[config.mk]
export PLATFORM = sky130hd
export DESIGN_NAME = t02_reg_writeback
export DESIGN_NICKNAME = d
export VERILOG_FILES = /design/src/rtl/t02_wb_pkg.sv /design/src/rtl/t02_load_queue.sv /design/src/rtl/t02_reg_writeback.sv
export SDC_FILE = /design/constraint.sdc
export NUM_CORES = 1
export LEC_CHECK = 0
export CAP_MARGIN = 0
export CORE_ASPECT_RATIO = 2
export CORE_MARGIN = 5
export CORE_UTILIZATION = 51
export DETAILED_ROUTE_END_ITERATION = 8
export PLACE_DENSITY = 0.82
export RECOVER_POWER = 50
export SLEW_MARGIN = 20
export SYNTH_ARGS = -nofsm -noshare
export SYNTH_HDL_FRONTEND = slang
export SYNTH_SLANG_ARGS = --single-unit
[constraint.sdc]
create_clock -name clk -period 5.05 [get_ports clk]
set_input_delay 1.515 -clock clk [delete_from_list [all_inputs] [get_ports clk]]
set_output_delay 1.515 -clock clk [all_outputs]
set_load 0.1 [all_outputs]
[src/rtl/t02_wb_pkg.sv]
// Shared types for the register write-back block: load encodings, the per-load
// record kept in the load queue, and load data extension.
package t02_wb_pkg;

  localparam int WB_DATA_W = 32;

  typedef enum logic [2:0] {
    LB  = 3'b000,
    LH  = 3'b001,
    LW  = 3'b010,
    LBU = 3'b100,
    LHU = 3'b101
  } load_type_e;

  // Extension info per queued load; the destination index travels next to it
  // in the queue so its width can follow the top-level IDX_W parameter.
  typedef struct packed {
    logic [2:0] funct3;
    logic [1:0] byte_off;
  } lq_entry_t;

  function automatic logic [WB_DATA_W-1:0] extend(
    input logic [2:0]           funct3,
    input logic [1:0]           byteOff,
    input logic [WB_DATA_W-1:0] word
  );
    logic [7:0]  byteLane;
    logic [15:0] halfLane;
    byteLane = word[8*byteOff +: 8];
    halfLane = word[16*byteOff[1] +: 16];
    case (funct3)
      LB:      extend = {{24{byteLane[7]}}, byteLane};
      LH:      extend = {{16{halfLane[15]}}, halfLane};
      LBU:     extend = {24'h0, byteLane};
      LHU:     extend = {16'h0, halfLane};
      default: extend = word;
    endcase
  endfunction

endpackage

[src/rtl/t02_load_queue.sv]
// In-order FIFO of outstanding loads; reports which push/pop actually took
// effect so the owner can keep its scoreboard in step.
module t02_load_queue
  import t02_wb_pkg::*;
#(
  parameter int DEPTH = 4,
  parameter int WIDTH = 10
) (
  input  logic             clk_i,
  input  logic             rst_i,
  input  logic             push_i,
  input  logic             pop_i,
  input  logic [WIDTH-1:0] data_i,
  output logic             pushed_o,
  output logic             popped_o,
  output logic             full_o,
  output logic             empty_o,
  output logic [WIDTH-1:0] head_o
);

  localparam int PTR_W = $clog2(DEPTH);

  logic [WIDTH-1:0] mem_q [DEPTH];
  logic [PTR_W-1:0] wrPtr_q;
  logic [PTR_W-1:0] rdPtr_q;
  logic [PTR_W:0]   count_q;

  assign empty_o  = (count_q == '0);
  assign full_o   = (count_q == (PTR_W+1)'(DEPTH));
  assign popped_o = pop_i && !empty_o;
  // A full queue still accepts a push when the head leaves in the same cycle.
  assign pushed_o = push_i && (!full_o || popped_o);
  assign head_o   = mem_q[rdPtr_q];

  always_ff @(posedge clk_i) begin
    if (pushed_o) begin
      mem_q[wrPtr_q] <= data_i;
    end
  end

  always_ff @(posedge clk_i or posedge rst_i) begin
    if (rst_i) begin
      wrPtr_q <= '0;
      rdPtr_q <= '0;
      count_q <= '0;
    end else begin
      if (pushed_o) wrPtr_q <= wrPtr_q + 1'b1;
      if (popped_o) rdPtr_q <= rdPtr_q + 1'b1;
      case ({pushed_o, popped_o})
        2'b10:   count_q <= count_q + 1'b1;
        2'b01:   count_q <= count_q - 1'b1;
        default: count_q <= count_q;
      endcase
    end
  end

endmodule

[src/rtl/t02_reg_writeback.sv]
// Sole writer of the register file: merges ALU results with in-order load
// returns, tracks pending load destinations and raises decode stalls.
module t02_reg_writeback
  import t02_wb_pkg::*;
#(
  parameter int DATA_W   = 32,
  parameter int IDX_W    = 5,
  parameter int LQ_DEPTH = 4
) (
  input  logic              clk,
  input  logic              RST,
  input  logic              alu_valid,
  input  logic [IDX_W-1:0]  alu_rd,
  input  logic [DATA_W-1:0] alu_data,
  output logic              alu_ready,
  input  logic              ld_issue,
  input  logic [IDX_W-1:0]  ld_rd,
  input  logic [2:0]        ld_funct3,
  input  logic [1:0]        ld_byte_off,
  output logic              ld_full,
  input  logic              mem_ack,
  input  logic [DATA_W-1:0] mem_rdata,
  input  logic [IDX_W-1:0]  rs1,
  input  logic [IDX_W-1:0]  rs2,
  output logic              stall_rs1,
  output logic              stall_rs2,
  output logic              rf_reg_write,
  output logic [IDX_W-1:0]  rf_write_index,
  output logic [DATA_W-1:0] rf_write_data,
  output logic              proto_err
);

  localparam int NREG    = 2**IDX_W;
  localparam int CNT_W   = $clog2(LQ_DEPTH+1);
  localparam int ENTRY_W = IDX_W + $bits(lq_entry_t);

  logic [ENTRY_W-1:0] pushEntry;
  logic [ENTRY_W-1:0] headEntry;
  logic [IDX_W-1:0]   headRd;
  lq_entry_t          headInfo;
  logic               lqPushed;
  logic               lqPopped;
  logic               lqFull;
  logic               lqEmpty;
  logic               aluFire;

  logic [CNT_W-1:0]  pending_q [NREG];
  logic [NREG-1:0]   incVec;
  logic [NREG-1:0]   decVec;

  logic              rfRegWrite_q, rfRegWrite_d;
  logic [IDX_W-1:0]  rfWriteIndex_q, rfWriteIndex_d;
  logic [DATA_W-1:0] rfWriteData_q, rfWriteData_d;
  logic              protoErr_q, protoErr_d;

  assign pushEntry          = {ld_rd, ld_funct3, ld_byte_off};
  assign {headRd, headInfo} = headEntry;

  t02_load_queue #(
    .DEPTH (LQ_DEPTH),
    .WIDTH (ENTRY_W)
  ) u_load_queue (
    .clk_i    (clk),
    .rst_i    (RST),
    .push_i   (ld_issue),
    .pop_i    (mem_ack),
    .data_i   (pushEntry),
    .pushed_o (lqPushed),
    .popped_o (lqPopped),
    .full_o   (lqFull),
    .empty_o  (lqEmpty),
    .head_o   (headEntry)
  );

  assign ld_full = lqFull;

  // Memory owns the write port whenever it acks; an ALU result targeting a
  // register with a load still in flight would be overwritten out of order.
  assign alu_ready = !mem_ack && !((pending_q[alu_rd] != '0) && (alu_rd != '0));
  assign aluFire   = alu_valid && alu_ready;

  always_comb begin
    rfRegWrite_d   = 1'b0;
    rfWriteIndex_d = alu_rd;
    rfWriteData_d  = alu_data;
    if (lqPopped) begin
      rfRegWrite_d   = (headRd != '0);
      rfWriteIndex_d = headRd;
      rfWriteData_d  = extend(headInfo.funct3, headInfo.byte_off, mem_rdata);
    end else if (aluFire) begin
      rfRegWrite_d   = (alu_rd != '0);
    end
  end

  assign protoErr_d = protoErr_q || (mem_ack && lqEmpty) || (ld_issue && lqFull && !mem_ack);

  always_ff @(posedge clk or posedge RST) begin
    if (RST) begin
      rfRegWrite_q   <= 1'b0;
      rfWriteIndex_q <= '0;
      rfWriteData_q  <= '0;
      protoErr_q     <= 1'b0;
    end else begin
      rfRegWrite_q   <= rfRegWrite_d;
      rfWriteIndex_q <= rfWriteIndex_d;
      rfWriteData_q  <= rfWriteData_d;
      protoErr_q     <= protoErr_d;
    end
  end

  always_comb begin
    incVec = '0;
    decVec = '0;
    if (lqPushed) incVec[ld_rd]  = 1'b1;
    if (lqPopped) decVec[headRd] = 1'b1;
  end

  // A push and pop to the same register in one cycle leave its count alone.
  always_ff @(posedge clk or posedge RST) begin
    if (RST) begin
      for (int i = 0; i < NREG; i++) pending_q[i] <= '0;
    end else begin
      for (int i = 0; i < NREG; i++) begin
        if (incVec[i] && !decVec[i]) begin
          pending_q[i] <= pending_q[i] + CNT_W'(1);
        end else if (!incVec[i] && decVec[i]) begin
          pending_q[i] <= pending_q[i] - CNT_W'(1);
        end
      end
    end
  end

  assign stall_rs1 = (rs1 != '0) &&
                     ((pending_q[rs1] != '0) || (rfRegWrite_q && (rfWriteIndex_q == rs1)));
  assign stall_rs2 = (rs2 != '0) &&
                     ((pending_q[rs2] != '0) || (rfRegWrite_q && (rfWriteIndex_q == rs2)));

  assign rf_reg_write   = rfRegWrite_q;
  assign rf_write_index = rfWriteIndex_q;
  assign rf_write_data  = rfWriteData_q;
  assign proto_err      = protoErr_q;

endmodule

==> flow_metrics.py <==
metrics = {
    "status": {
        "status": "finished, violations left",
        "violations": "max-capacitance violations, max-slew violations",
    },
    "placement": {
        "place_congestion": 0.992,
        "placed_area_um2": 12400,
        "dp_slack_ns": -0.267,
        "hpwl_um": 22700,
        "placed_cells": 1340,
        "port_buffers": 136,
    },
    "worst_setup_path": {
        "rr_endpoint": "pending_q[64]",
        "rr_worst_depth": 7,
        "required_ns": 3.54,
        "r2r_slack_ns": 1.69,
        "start_kind": "primary input",
        "worstSetupPathType": "in2out",
        "r2r_start": "u_load_queue.rdPtr_q[0]",
        "worst_ep_arrival_time_ns": 3.47,
        "critPathCaptureType": "output pin",
        "path_max_fanout": 4,
    },
    "routing": {
        "finalWirelength_um": 29400,
        "drt-wirelength-per-cell_um": 21.4,
        "drc": 0,
        "drt-pass1-iter-count": 6,
        "vias": 7900,
        "viasPerCell": 5.75,
        "drt_iter0_markers": 623,
        "antenna_left": 0,
    },
    "hold_path": {
        "min_to": "pending_q[92]",
        "holdPathStages": 1,
        "hp-class": "reg2reg",
        "worstHoldStart": "pending_q[92]",
    },
    "power": {
        "intPower_mw": 4.36,
        "cellLeakagePower_nw": 5.28,
        "p_sw_share_pct": 47.1,
        "irDropWorstVdd_uv": 394,
        "p_per_area_nw_per_um2": 630,
        "power_switching_mw": 3.88,
        "p_comb_share_pct": 49.3,
        "clkPwrFrac_pct": 16.9,
        "power_frac_seq_pct": 33.8,
    },
    "clocking": {
        "cts-root-buf": "clkbuf_16",
        "ctsHoldBuffers": 0,
        "cts_buffer_depth": 2,
        "insertion_delay_ns": 0.45,
        "cts_sinks": 182,
        "cts_htree_levels": 4,
        "clk_pin_slew_ns": 0.07,
        "tritoncts": "yes",
        "numCtsBuffers": 17,
    },
    "finish": {
        "finalInstanceArea_um2": 13100,
        "fillers": 1547,
        "nets": 1259,
        "drive_gt1_share_pct": 15.3,
        "instances_no_fill": 1375,
        "utilization_pct": 64.2,
        "areaGrowthSynthToFinish_pct": 25.0,
    },
    "synth": {
        "syn-num-nets": 1091,
        "synthesis.area_um2": 10500,
        "synth_cell_types": 54,
        "synth_cells": 927,
        "yosysSeqAreaShare_pct": 45.4,
        "synth-seq-cells": 182,
        "synthFlopType": "dfrtp_1",
        "synth_area_per_cell_um2": 11.3,
        "synthArstFlopShare_pct": 78.0,
        "ys_warn_count": 0,
        "synth_edf_count": 40,
    },
    "sta": {
        "fin_ws_ns": 0.0628,
        "fin_crit_ns": 4.99,
        "relSlewSlack_pct": -2.10,
        "finalHoldViolCount": 0,
        "fmax_mhz": 201,
        "fin_crit_sh_pct": 98.8,
        "clock_skew_ns": 0.0122,
        "worst_pin_slew_ns": 1.53,
        "slew_violations": 62,
        "setup_viol": 0,
    },
    "floorplanning": {
        "initial_core_util_pct": 51.4,
        "die-height_um": 213,
        "rows": 74,
        "io_pins": 137,
        "design.core.area_um2": 20400,
        "dieWidth_um": 111,
        "die-area_um2": 23700,
    },
    "global_routing": {
        "antenna_found_initial": 1,
        "grt_max_degree": 62,
        "grt_pass1_vias": 8480,
        "track_usage_pct": 26.0,
        "grt_pass1_wl_um": 46600,
        "gr-total-overflow": 0,
    },
    "flow_run": {
        "maxCapViolCount": 1,
    },
}
-- metal layers --
layer  track usage [%]  up-vias  wire length (um)
li1                  -     3536                 -
met1              26.1     3890              9760
met2              47.1      364             15700
met3              5.13      110              1750
met4              19.2        0              2170
met5                 0        -                 0
-- power groups by stage --
stage	Combinational (mW)	Clock, mW	Sequential, mW
final	4.06	1.39	2.79
after global routing	4.33	1.46	2.88
after CTS	4.07	1.41	2.79
after detailed placement	4.03	0	2.80
after global placement	3.93	0	2.78
after floorplan	2.02	0	3.58
-- synth_stat cells (3+ instances only) --
library cell	number	area [um^2]
mux4_2	31	698
dfrtp_1	142	3550
xor2_1	74	648
mux2_2	33	372
edfxtp_1	40	1200
or3b_2	3	26.3
fa_1	33	661
or3_1	11	68.8
clkbuf_1	17	63.8
a2111oi_0	4	35.0
nor3_1	46	230
buf_1	5	18.8
a211o_1	3	26.3
nor4_1	10	62.6
nand2b_1	9	56.3
nand3_1	5	25.0
nand2_1	89	334
buf_2	5	25.0
ha_1	37	463
nand3b_1	5	37.5
xnor2_1	38	333
a21oi_1	29	145
nor3b_1	5	37.5
a31oi_1	3	18.8
o21ai_1	8	40.0
o21ai_0	23	115
nor2_1	107	402
inv_1	45	169
a211oi_1	7	52.6
buf_6	4	45.0
and2_1	4	25.0
a21oi_2	11	96.3
mux2i_1	14	140
-- metrics by stage --
step / setup TNS [ns] / hold WS (ns) / power, mW
after detailed placement: -0.564 / 0.462 / 6.83
after global placement: -0.564 / 0.456 / 6.71
after global routing: -0.0223 / 0.483 / 8.66
after CTS: 0 / 0.477 / 8.27
final: 0 / 0.476 / 8.24
after floorplan: -0.0596 / 0.443 / 5.60
-- cells by family (layout without fill, tap and decap cells) --
group,Yosys count,in the layout,synth area share (%)
xor gates and xnor gates,112,112,9.37
other,0,1,0
muxes,80,80,11.8
AOI/OAI and AO/OA,102,102,6.28
adders and majority gates,70,70,10.7
DFF,182,182,45.4
and+or+nand+nor,304,304,13.3
buffers and inverters,77,258,3.11
-- registers in the layout, summed over array words and instances (netlist names) --
signal / cells
rf_write_data: 32
u_load_queue.wrPtr_q: 2
u_load_queue.mem_q: 40
u_load_queue.count_q: 3
pending_q: 96
proto_err: 1
rf_write_index: 5
rf_reg_write: 1
u_load_queue.rdPtr_q: 2
-- what timing repair did --
action,CTS,global route
setup endpoints to repair,3,2
endpoints found under the hold margin,0,0
resized for setup,10,8
cloned,1,0
pin swaps,2,4
buffers inserted,0,1
-- cell usage in the layout, fill, tap and decap left out, drive strengths merged, types with 33 or more instances in the layout --
cell type      Yosys  routed
nand2             89      89
buf               14      38
xnor2             38      38
nor2             107     107
a21oi             40      40
nor3              47      47
xor2              74      74
mux2              34      34
edfxtp            40      40
clkdlybuf4s50      0     116
ha                37      37
fa                33      33
inv               45      49
dfrtp            142     142
-- critical path: stages --
cell           delay (ns)
dlygate4sd2_1        0.27
buf_4                0.18
mux4_2               0.50
mux4_2               0.53
a32oi_4              0.27
buf_12               0.20
-- how the worst max path moves through the flow --
stage                          from   endpoint  cells past startpoint
after floorplan              rs2[0]  stall_rs2                      5
after detailed placement     rs1[0]  stall_rs1                      6
after global routing      alu_rd[0]  alu_ready                     11
after CTS                    rs1[0]  stall_rs1                      6
after global placement       rs1[0]  stall_rs1                      6
final                        rs2[0]  stall_rs2                      6
-- cell type report --
class / count / area [um^2] / share of cell area [%]
Multi-Input combinational cell: 668 / 5460 / 41.7
Inverter: 46 / 174 / 1.33
Timing Repair Buffer: 180 / 1740 / 13.3
Sequential cell: 182 / 4750 / 36.3
Clock inverter: 14 / 190 / 1.45
Antenna cell: 1 / 2.50 / 0.0191
Tap cell: 266 / 333 / 2.54
Clock buffer: 18 / 429 / 3.28
No activity file was read; power rests on OpenSTA's default activity.
==> edit, RTL diff (config.mk and constraints unchanged) <==
Register the output `proto_err` once more; this adds one clock of latency there. The other outputs are not delayed to match.
--- a/src/rtl/t02_reg_writeback.sv
+++ b/src/rtl/t02_reg_writeback.sv
@@ -140,3 +140,5 @@
   assign rf_write_data  = rfWriteData_q;
-  assign proto_err      = protoErr_q;
+  always_ff @(posedge clk) begin
+    proto_err <= protoErr_q;
+  end
 
Function: changed (Yosys sat finds a counterexample within 4 cycles, from zero or initial values and one cycle with RST high).
==> edit against the unedited design <==
- the run still ends with capacitance limit, slew limit left
- power fell by 0.45%
- worst setup slack improved by 0.016 ns
- die area fell by 0.27%
- sequential cell count rose by 1
- cell area fell by 0.21%
- wire length rose by 5.3%
- area after synthesis fell by 0.29%
- largest power group unchanged
==> edit: results (changes against the unedited design) <==
metric;value;unit;change
synth-xor-area-share;9.40;%;+0.027 points
grt_usage;27.2;%;+1.2 points
dp_slack;-0.0966;ns;+0.170 ns
met1_usage;26.2;%;+0.089 points
grt_pass1_vias;8761;;+3.3%
m1WireLength;9740;um;-0.24%
cp_slowest_stage_delay;0.50;ns;-0.03 ns
layout-drive-gt1-share;12.7;%;-2.6 points
vdd_drop_max;0.397;mV;+0.61%
power_frac_seq;33.9;%;about the same
swShare;48.0;%;+0.89 points
synth_mux_area_share;9.03;%;-2.8 points
syn_area_per_cell;10.9;sq um;-3.1%
dp_hpwl;23700;um;+4.3%
synthAdderAreaFrac;10.8;%;+0.031 points
nets;1280;;+1.7%
final_max_slew_viol_count;147;;+140%
p_leak;5.31;nW;+0.59%
stdcell_count;1395;;+1.5%
status;finished, violations left;;
worst_path_max_delay_cell;or4_1;;
ys_types;56;;+3.7%
met2_usage;48.4;%;+1.3 points
num_vias;8269;;+4.7%
initialDrtViolationCount;615;;-1.3%
drtPass1Iterations;7;;+1
synth_compound_area_share;7.82;%;+1.5 points
cts_buffer_depth;2;;unchanged
maxCapViolations;3;;+2
async_flop_share;77.6;%;-0.43 points
gp_congestion;1.10;;+11%
wl_met2;16100;um;+2.3%
ys_top_cells_by_count;dfrtp_1, nor2_1, nand2_1;;
grt_max_degree;66;;+6.5%
antenna_found_initial;0;;-1
synthesis.nets;1118;;+2.5%
synth.yosys.seq_area_share;45.8;%;+0.32 points
crit_family;buffers and inverters;;
violations;capacitance limit, slew limit;;
synth_area_leaders;dfrtp_1, edfxtp_1, fa_1, xor2_1, ha_1;;
tightestPinTransition;1.77;ns;+0.243 ns
antenna_cells;0;;-1
wl_per_cell;22.2;um;+3.8%
met3_usage;6.35;%;+1.2 points
-- edit: final timing paths --
kind | from | end | slack (ns) | cells past startpoint
min in group asynchronous | RST | pending_q[86] | 1.95 | 2
max reg2reg | u_load_queue.rdPtr_q[0] | pending_q[94] | 1.28 | 7
max in group asynchronous | RST | pending_q[57] | 0.75 | 3
min | protoErr_q | proto_err | 0.39 | 0
min reg2reg | protoErr_q | proto_err | 0.39 | 0
max | rs1[0] | stall_rs1 | 0.08 | 7
-- edit: stage by stage --
| stage | hold slack [ns] | total power [mW] |
|---|---|---|
| final | 0.391 | 8.21 |
| after global placement | 0.355 | 6.67 |
| after global routing | 0.405 | 8.62 |
| after CTS | 0.383 | 8.19 |
| after floorplan | 0.342 | 5.51 |
| after detailed placement | 0.375 | 6.79 |
-- edit: final cells by class --
class                      count  area (sq um)
clock buffer                  17           425
clock inverter                15           183
fill                        1557          7220
inverter                      52           199
multi-input combinational    681          5390
sequential                   183          4770
tap                          266           333
timing repair buffer         181          1750
